`src/rtl/pucch_mod_pkg.sv`:
```
// pucch_mod_pkg
// Shared definitions for the PUCCH modulation mapper:
//   mod_t    - modulation scheme latched at the start of a codeword
//   state_t  - mapper control state
//   amp(w)   - constellation amplitude round(1/sqrt(2) * 2^(w-1))
package pucch_mod_pkg;

    typedef enum logic [1:0] {
        MOD_BPSK    = 2'd0,
        MOD_PI2BPSK = 2'd1,
        MOD_QPSK    = 2'd2
    } mod_t;

    localparam logic [1:0] MODE_RESERVED = 2'd3;

    typedef enum logic {
        ST_IDLE = 1'b0,
        ST_RUN  = 1'b1
    } state_t;

    // 1/sqrt(2) is held as a 9-digit decimal fraction so the amplitude can be
    // elaborated with integer arithmetic only; rounding is half-up.
    function automatic int unsigned amp(input int w);
        longint unsigned scaled;
        scaled = 64'd707106781 << (w - 1);
        return 32'((scaled + 64'd500000000) / 64'd1000000000);
    endfunction

endpackage

```
`src/rtl/pucch_sym_lut.sv`:
```
// pucch_sym_lut
// Combinational constellation lookup for BPSK, pi/2-BPSK and QPSK.
// Ports:
//   b0     - first (or only) bit of the symbol
//   b1     - second bit of the symbol (QPSK only)
//   mode   - modulation scheme
//   parity - LSB of the symbol index; odd symbols are rotated by j in pi/2-BPSK
//   re, im - signed fixed-point symbol components, W-1 fraction bits
module pucch_sym_lut
    import pucch_mod_pkg::*;
#(
    parameter int W = 16
) (
    input  logic         b0,
    input  logic         b1,
    input  mod_t         mode,
    input  logic         parity,
    output logic [W-1:0] re,
    output logic [W-1:0] im
);

    localparam logic signed [W-1:0] POS = W'(amp(W));
    localparam logic signed [W-1:0] NEG = -POS;

    logic signed [W-1:0] pt0;
    logic signed [W-1:0] pt1;

    assign pt0 = b0 ? NEG : POS;
    assign pt1 = b1 ? NEG : POS;

    // BPSK places the bit on the diagonal. Multiplying (v + jv) by j gives
    // (-v + jv), so the pi/2 rotation only has to negate the real part.
    always_comb begin
        re = pt0;
        im = pt0;
        case (mode)
            MOD_PI2BPSK: begin
                if (parity) begin
                    re = -pt0;
                end
            end
            MOD_QPSK: begin
                im = pt1;
            end
            default: begin
            end
        endcase
    end

endmodule

```
`src/rtl/pucch_mod_mapper.sv`:
```
// pucch_mod_mapper
// Streaming PUCCH modulation mapper: one bit per cycle in, registered complex
// symbols out, with valid/ready on both sides.
// Ports:
//   i_clk, i_rst              - clock, synchronous active-high reset
//   i_start, i_mode           - begin a codeword and select its modulation
//   i_bit, i_bit_valid,
//   i_bit_last, o_bit_ready   - input bit stream handshake
//   o_valid, i_ready          - output symbol handshake
//   o_re, o_im                - symbol components (signed, W-1 fraction bits)
//   o_sym_idx                 - index of the presented symbol within the codeword
//   o_last                    - presented symbol ends the codeword
//   o_err                     - sticky: odd QPSK bit count or reserved mode
module pucch_mod_mapper
    import pucch_mod_pkg::*;
#(
    parameter int W     = 16,
    parameter int IDX_W = 10
) (
    input  logic             i_clk,
    input  logic             i_rst,
    input  logic             i_start,
    input  logic [1:0]       i_mode,
    input  logic             i_bit,
    input  logic             i_bit_valid,
    input  logic             i_bit_last,
    output logic             o_bit_ready,
    output logic             o_valid,
    input  logic             i_ready,
    output logic [W-1:0]     o_re,
    output logic [W-1:0]     o_im,
    output logic [IDX_W-1:0] o_sym_idx,
    output logic             o_last,
    output logic             o_err
);

    state_t           state;
    mod_t             mode_q;
    logic             b0_q;
    logic             b0_held;
    logic [IDX_W-1:0] idx_q;

    logic             is_qpsk;
    logic             bit_accept;
    logic             sym_load;
    logic             consume;
    logic             lut_b0;
    logic             lut_b1;
    logic [W-1:0]     lut_re;
    logic [W-1:0]     lut_im;

    // A bit can only enter when the output register is free or draining this
    // cycle; a same-cycle i_start wins over the bit.
    assign o_bit_ready = (state == ST_RUN) && (!o_valid || i_ready);
    assign bit_accept  = o_bit_ready && i_bit_valid && !i_start;
    assign consume     = o_valid && i_ready;
    assign is_qpsk     = (mode_q == MOD_QPSK);

    // QPSK completes a symbol on the second bit, or early when the codeword
    // ends on a first bit (the missing second bit is padded with 0).
    assign sym_load = bit_accept && (!is_qpsk || b0_held || i_bit_last);
    assign lut_b0   = (is_qpsk && b0_held) ? b0_q : i_bit;
    assign lut_b1   = (is_qpsk && b0_held) ? i_bit : 1'b0;

    pucch_sym_lut #(
        .W(W)
    ) u_lut (
        .b0    (lut_b0),
        .b1    (lut_b1),
        .mode  (mode_q),
        .parity(idx_q[0]),
        .re    (lut_re),
        .im    (lut_im)
    );

    // Control FSM, partial-bit register, symbol index and output register.
    // Loading a symbol takes precedence over draining, which gives
    // back-to-back symbols when load and consume coincide. i_start leaves any
    // held output symbol in place so it is still delivered downstream.
    always_ff @(posedge i_clk) begin
        if (i_rst) begin
            state     <= ST_IDLE;
            mode_q    <= MOD_BPSK;
            b0_q      <= 1'b0;
            b0_held   <= 1'b0;
            idx_q     <= '0;
            o_valid   <= 1'b0;
            o_re      <= '0;
            o_im      <= '0;
            o_sym_idx <= '0;
            o_last    <= 1'b0;
            o_err     <= 1'b0;
        end else begin
            if (sym_load) begin
                o_valid   <= 1'b1;
                o_re      <= lut_re;
                o_im      <= lut_im;
                o_sym_idx <= idx_q;
                o_last    <= i_bit_last;
                idx_q     <= idx_q + IDX_W'(1);
            end else if (consume) begin
                o_valid <= 1'b0;
                o_last  <= 1'b0;
            end

            if (i_start) begin
                idx_q   <= '0;
                b0_held <= 1'b0;
                if (i_mode == MODE_RESERVED) begin
                    state <= ST_IDLE;
                    o_err <= 1'b1;
                end else begin
                    state  <= ST_RUN;
                    mode_q <= mod_t'(i_mode);
                    o_err  <= 1'b0;
                end
            end else if (bit_accept) begin
                if (sym_load) begin
                    b0_held <= 1'b0;
                    if (i_bit_last) begin
                        state <= ST_IDLE;
                        if (is_qpsk && !b0_held) begin
                            o_err <= 1'b1;
                        end
                    end
                end else begin
                    b0_q    <= i_bit;
                    b0_held <= 1'b1;
                end
            end
        end
    end

endmodule

```
`config.mk`:
```
export PLATFORM = sky130hd
export DESIGN_NAME = pucch_mod_mapper
export DESIGN_NICKNAME = d
export VERILOG_FILES = /design/src/rtl/pucch_mod_pkg.sv /design/src/rtl/pucch_sym_lut.sv /design/src/rtl/pucch_mod_mapper.sv
export SDC_FILE = /design/constraint.sdc
export NUM_CORES = 1
export LEC_CHECK = 0
export BUFFER_PORTS_ARGS = -buffer_cell sky130_fd_sc_hd__clkbuf_2
export CAP_MARGIN = 20
export CORE_MARGIN = 2
export CORE_UTILIZATION = 44
export DETAILED_ROUTE_END_ITERATION = 6
export PLACE_DENSITY = 0.75
export SYNTH_ARGS = -nofsm -noshare
export SYNTH_HDL_FRONTEND = slang
export SYNTH_SLANG_ARGS = --single-unit
export TNS_END_PERCENT = 30
```
`constraint.sdc`:
```
create_clock -name i_clk -period 2.1 [get_ports i_clk]
set_clock_uncertainty 0.2 [all_clocks]
set_input_delay 0.21 -clock i_clk [delete_from_list [all_inputs] [get_ports i_clk]]
set_output_delay 0.21 -clock i_clk [all_outputs]
set_load 0.005 [all_outputs]
```
======== Yosys cells after proc, flatten, opt, wreduce, memory -nomap -nowiden ========
Index checks and enable logic that the tools add are counted.
cells by class
  muxes and demuxes ....................... 22
  equal/unequal tests ..................... 3
  $add $sub $neg .......................... 2
  div/mod/pow operators ................... 0
  shift-type cells ........................ 0
  multiply operators ...................... 0
  order comparisons ....................... 0
  reduce and logical (&&, ||, !) cells .... 24
  bitwise gates (word level) .............. 3
operator list
  operator                 number
  $mux W16                 5
  $mux W1                  17
  $neg A16 Y16             1
  $add A10 B1 Y10 const B  1
  $reduce_bool A2 Y1       5
  $logic_and A1 B1 Y1      7
  $reduce_and A3 Y1        2
  $eq A2 B2 Y1 const B     2
  $logic_not A1 Y1         4
  $reduce_and A4 Y1        1
  $logic_or A1 B1 Y1       3
  $not A1 Y1               3
  $eq A2 B1 Y1 const B     1
  $reduce_and A2 Y1        1
  $reduce_or A2 Y1         1
storage, ports and cells
  bits in latches ......................... 0
  register bits ........................... 60
  bits in read-only memories .............. 0
  output and inout bits ................... 46
  bits in writable memories ............... 0
  input port bits ......................... 9
  memories kept ........................... 0
  word-level logic and storage cells ...... 65

======== Logic depth before layout (Yosys ltp) ========
  depth after elaboration ................. 9
  depth in mapped cells ................... 5
  depth with buffers taken out ............ 4

======== Cells and area by module ========
A second synthesis with hierarchy kept.
second synthesis, totals
  cell total of the unflattened synthesis .. 314
  area total of the unflattened synthesis .. 2,557.5 µm²
modules (own cells, without submodules)
  module            area each (µm²)  seq. area each (µm²)  instances  cells an instance
  pucch_mod_mapper  2,275.9          1,201.2               1          278
  pucch_sym_lut     281.5            0.0                   1          36

======== Worst setup path after synthesis ========
No wires, ideal clock.
  kind .................................... reg-to-reg
  start ................................... register o_valid
  end ..................................... register idx_q[7]
  clock period less this slack ............ 1,997 ps
  stages on the path, launching flop included .. 6
  setup slack ............................. 103 ps
  arrival ................................. 1,726 ps
  required time ........................... 1,829 ps
  setup time .............................. 71 ps
  buffers on the path ..................... 1
  path through ............................ dfxtp_1 nor2b_1 or4_1 clkbuf_2 or4_1 a21oi_1
on the way
  cells in the longest elaborated chain, start to end .. 6
RTL lines
  item                               RTL line                 text
  start, declared                    pucch_mod_mapper.sv:28   output logic o_valid,
  start signal, assigned             pucch_mod_mapper.sv:87   o_valid <= 1'b0;
  start signal, assigned             pucch_mod_mapper.sv:95   o_valid <= 1'b1;
  start signal, assigned             pucch_mod_mapper.sv:102  o_valid <= 1'b0;
  $logic_not A1 Y1                   pucch_mod_mapper.sv:54   assign o_bit_ready = (state == ST_RUN) && (!o_valid || i_ready);
  $logic_or A1 B1 Y1                 pucch_mod_mapper.sv:54
  $logic_and A1 B1 Y1                pucch_mod_mapper.sv:54
  $logic_and A1 B1 Y1 (2 in series)  pucch_mod_mapper.sv:55   assign bit_accept = o_bit_ready && i_bit_valid && !i_start;
  $logic_and A1 B1 Y1                pucch_mod_mapper.sv:61   assign sym_load = bit_accept && (!is_qpsk || b0_held || i_bit_last);
  end signal, assigned               pucch_mod_mapper.sv:100  idx_q <= idx_q + IDX_W'(1);
  end, declared                      pucch_mod_mapper.sv:41   logic [IDX_W-1:0] idx_q;
Every way passes these cells.
A chain may end at the register's enable or synchronous reset.

======== Worst setup path in the final report ========
  start ................................... register b0_held
  end ..................................... register b0_q
on the way
  cells in the longest elaborated chain, start to end .. 5
RTL lines
  item                                RTL line                 text
  start, declared                     pucch_mod_mapper.sv:40   logic b0_held;
  start signal, assigned              pucch_mod_mapper.sv:85   b0_held <= 1'b0;
  start signal, assigned              pucch_mod_mapper.sv:108  b0_held <= 1'b0;
  start signal, assigned              pucch_mod_mapper.sv:119  b0_held <= 1'b0;
  $logic_or A1 B1 Y1 (2 in series)    pucch_mod_mapper.sv:61
  $logic_and A1 B1 Y1                 pucch_mod_mapper.sv:61
  $not A1 Y1 (no source line)         n/a
  $reduce_and A3 Y1 (no source line)  n/a
  end signal, assigned                pucch_mod_mapper.sv:127  b0_q <= i_bit;
  end, declared                       pucch_mod_mapper.sv:39   logic b0_q;
Every way passes these cells.

==> metrics.csv <==
stage;metric;value;unit
drt;drc;0;
logic_synthesis;synth_area;0.00158;mm^2
drt;viasPerCell;4.94;
worst_setup_path;crit_path_start_kind;flip-flop;
cells_and_area;syn2layout_area_growth;20.3;%
logic_synthesis;synth_xor_area_share;1.67;%
timing;slew_headroom;62.0;%
cells_and_area;n_antenna_cell;0;
cts;cts-buffers-inserted;5;
logic_synthesis;ys_ff_latch;33;
worst_setup_path;crit_path_end_kind;flip-flop;
floorplanning;dieHeight;63.9;um
worst_setup_path;cp.required;2.13;ns
timing;timing.final.crit_share;96.7;%
timing;finalSetupTns;0;ns
floorplanning;die-area;0.00408;mm^2
cells_and_area;fin_nets;246;
drt;drtPass1Iterations;4;
logic_synthesis;synth_top_family_by_area;simple AND/OR/NAND/NOR gates;
placed_design;numPortBuffers;52;
cells_and_area;final_common_cell;clkbuf_2;
placed_design;gp_congestion;0.871;
logic_synthesis;synth_flop_cell;dfxtp_1;
cts;path_clk_slew;0.10;ns
power_and_ir_drop;power_leakage;0.815;nW
placed_design;dp_hpwl;2.39;mm
drt;ant_nets;0;
timing;hold_viol_final;0;
worst_setup_path;path_max_fanout;5;
global_routing;grt_pass1_vias;1201;
drt;wl_per_cell;11.4;um
timing;worst_pin_slew;0.567;ns
logic_synthesis;synthCells;192;
floorplanning;io_pins;55;
timing;drv_slew;0;
timing;fmaxAchievable;0.493;GHz
logic_synthesis;muxShareOfSynthArea;1.27;%
cells_and_area;drive_above_1_share;34.6;%
cts;clock_latency;0.33;ns
timing;setup_viol;0;
timing;rsz0062_at_grt;true;
timing;fin_hold_ws;0.0191;ns
global_routing;grt_first_pass_wirelength;5.29;mm
worst_setup_path;reg2reg_slack;0.07;ns
logic_synthesis;yosysUniqueCellTypes;35;
outcome;status;finished, final reports clean;
worst_setup_path;startpoint;b0_held;
global_routing;antenna_found_initial;0;
logic_synthesis;synthSimpleGateAreaFrac;25.5;%
worst_setup_path;worst_ep_arrival_time;2.06;ns
placed_design;placed_area;0.00178;mm^2
cells_and_area;design_area;0.00190;mm^2
worst_setup_path;rr_startpoint;b0_held;
hold_path;worstHoldPathType;primary input to flip-flop;
global_routing;grt_overflow;0;
logic_synthesis;synth_compound_area_share;13.7;%
global_routing;grt_start_max_net_pins;23;
cts;cts.path.max_buffers;2;
floorplanning;die_w;63.9;um
logic_synthesis;synth-edff-count;0;
floorplanning;start_util;46.5;%
cts;cts_root_buf;clkbuf_4;
cts;cts.sinks;33;
cts;cts_max_level;2;
global_routing;grt_use_total;16.4;%
logic_synthesis;seq_area_frac_synth;41.9;%
logic_synthesis;async_flop_share;0;%
floorplanning;core;0.00339;mm^2
logic_synthesis;ys_warn_count;0;
logic_synthesis;syn_avg_cell_area;8.22;um^2
drt;wirelength;3.23;mm
cts;cts_tree;done;
timing;timing.final.crit_period;2.03;ns
power_and_ir_drop;power.total;1.15;mW
power_and_ir_drop;powerDensity;607;mW/mm^2
cells_and_area;final_cell_mix;clkbuf_2 (52), dfxtp_1 (33), nand2_1 (29);
run;drv_cap;0;
drt;via_count;1399;
floorplanning;num_rows;21;
worst_setup_path;crit_type;flip-flop to flip-flop;
logic_synthesis;synth_fa_ha_area_share;0.793;%
hold_path;hold_start;i_mode[1];
drt;drt_iter0_drc;30;
power_and_ir_drop;peakVddDrop;0.000488;V
==> registers in the layout (all words and copies together), names as in the netlist <==
register / cells
idx_q: 10
o_sym_idx: 10
o_im: 3
mode_q: 2
o_re: 2
b0_held: 1
b0_q: 1
o_err: 1
o_last: 1
o_valid: 1
state: 1
==> routing by layer <==
layer / up-vias / track usage [%] / routed length (um)
met5: - / 0 / 0
met4: 0 / 8.15 / 57
met3: 5 / 3.35 / 158
met2: 40 / 25.9 / 1490
met1: 629 / 21.1 / 1520
li1: 725 / - / -
==> power by group <==
part / switching (mW) / internal (mW)
sequential: 0.00852 / 0.634
combinational: 0.0545 / 0.0474
clock: 0.213 / 0.194
==> logic make-up (layout without fill, tap and decap cells) <==
kind of cell / after synthesis / after routing
and+or+nand+nor: 81 / 81
AOI/OAI and AO/OA: 36 / 36
buffers and inverters: 35 / 79
DFF: 33 / 33
xor gates and xnor gates: 3 / 3
muxes: 2 / 2
adders and majority gates: 1 / 1
other: 1 / 2
==> worst max-delay path, cell delays in order, from the launching register on <==
cell	delay (ns)
dfxtp_1	0.33
buf_4	0.14
or4b_2	0.72
nor3_1	0.25
mux2i_1	0.22
nor2_1	0.06
==> what timing repair did <==
action,in CTS,in global routing
hold buffers,3,0
setup endpoints to repair,10,12
hold endpoints to repair,3,0
gates resized for setup,2,3
setup buffers,0,0
pin swaps,0,1
==> metrics by stage <==
step,worst slack (ns),utilization (%),cells
2_1_floorplan,0.103,-,193
3_3_place_gp,0.0304,52.4,272
3_5_place_dp,-0.0210,52.4,272
4_1_cts,0.0242,55.6,283
5_1_grt,0.000891,56.0,283
6_report,0.0695,56.0,283
==> cells in the mapped netlist (4+ instances only) <==
cell       n  area share (%)
nor3_1     5             1.6
nor2_1    19             4.5
nor2b_1    4             1.6
dfxtp_1   33              42
a21oi_1   19             6.0
o21ai_0    5             1.6
nand2_1   29             6.9
buf_4     27              13
clkbuf_1   4            0.95
or4_1      4             1.9
nand3_1    6             1.9
==> cell type report <==
cell class / instances / area [um^2]
clock buffer: 7 / 65.1
multi-input combinational: 125 / 707
clock inverter: 1 / 5.00
inverter: 2 / 7.51
fill: 305 / 1490
sequential: 33 / 661
timing repair buffer: 69 / 395
tap: 46 / 57.6
==> worst paths after layout <==
check,endpoint,depth (start not counted)
max,b0_q,5
min,mode_q[1],3
max reg2reg,b0_q,5
min reg2reg,o_sym_idx[5],2
Note: power is estimated with default switching activity, not from simulation.
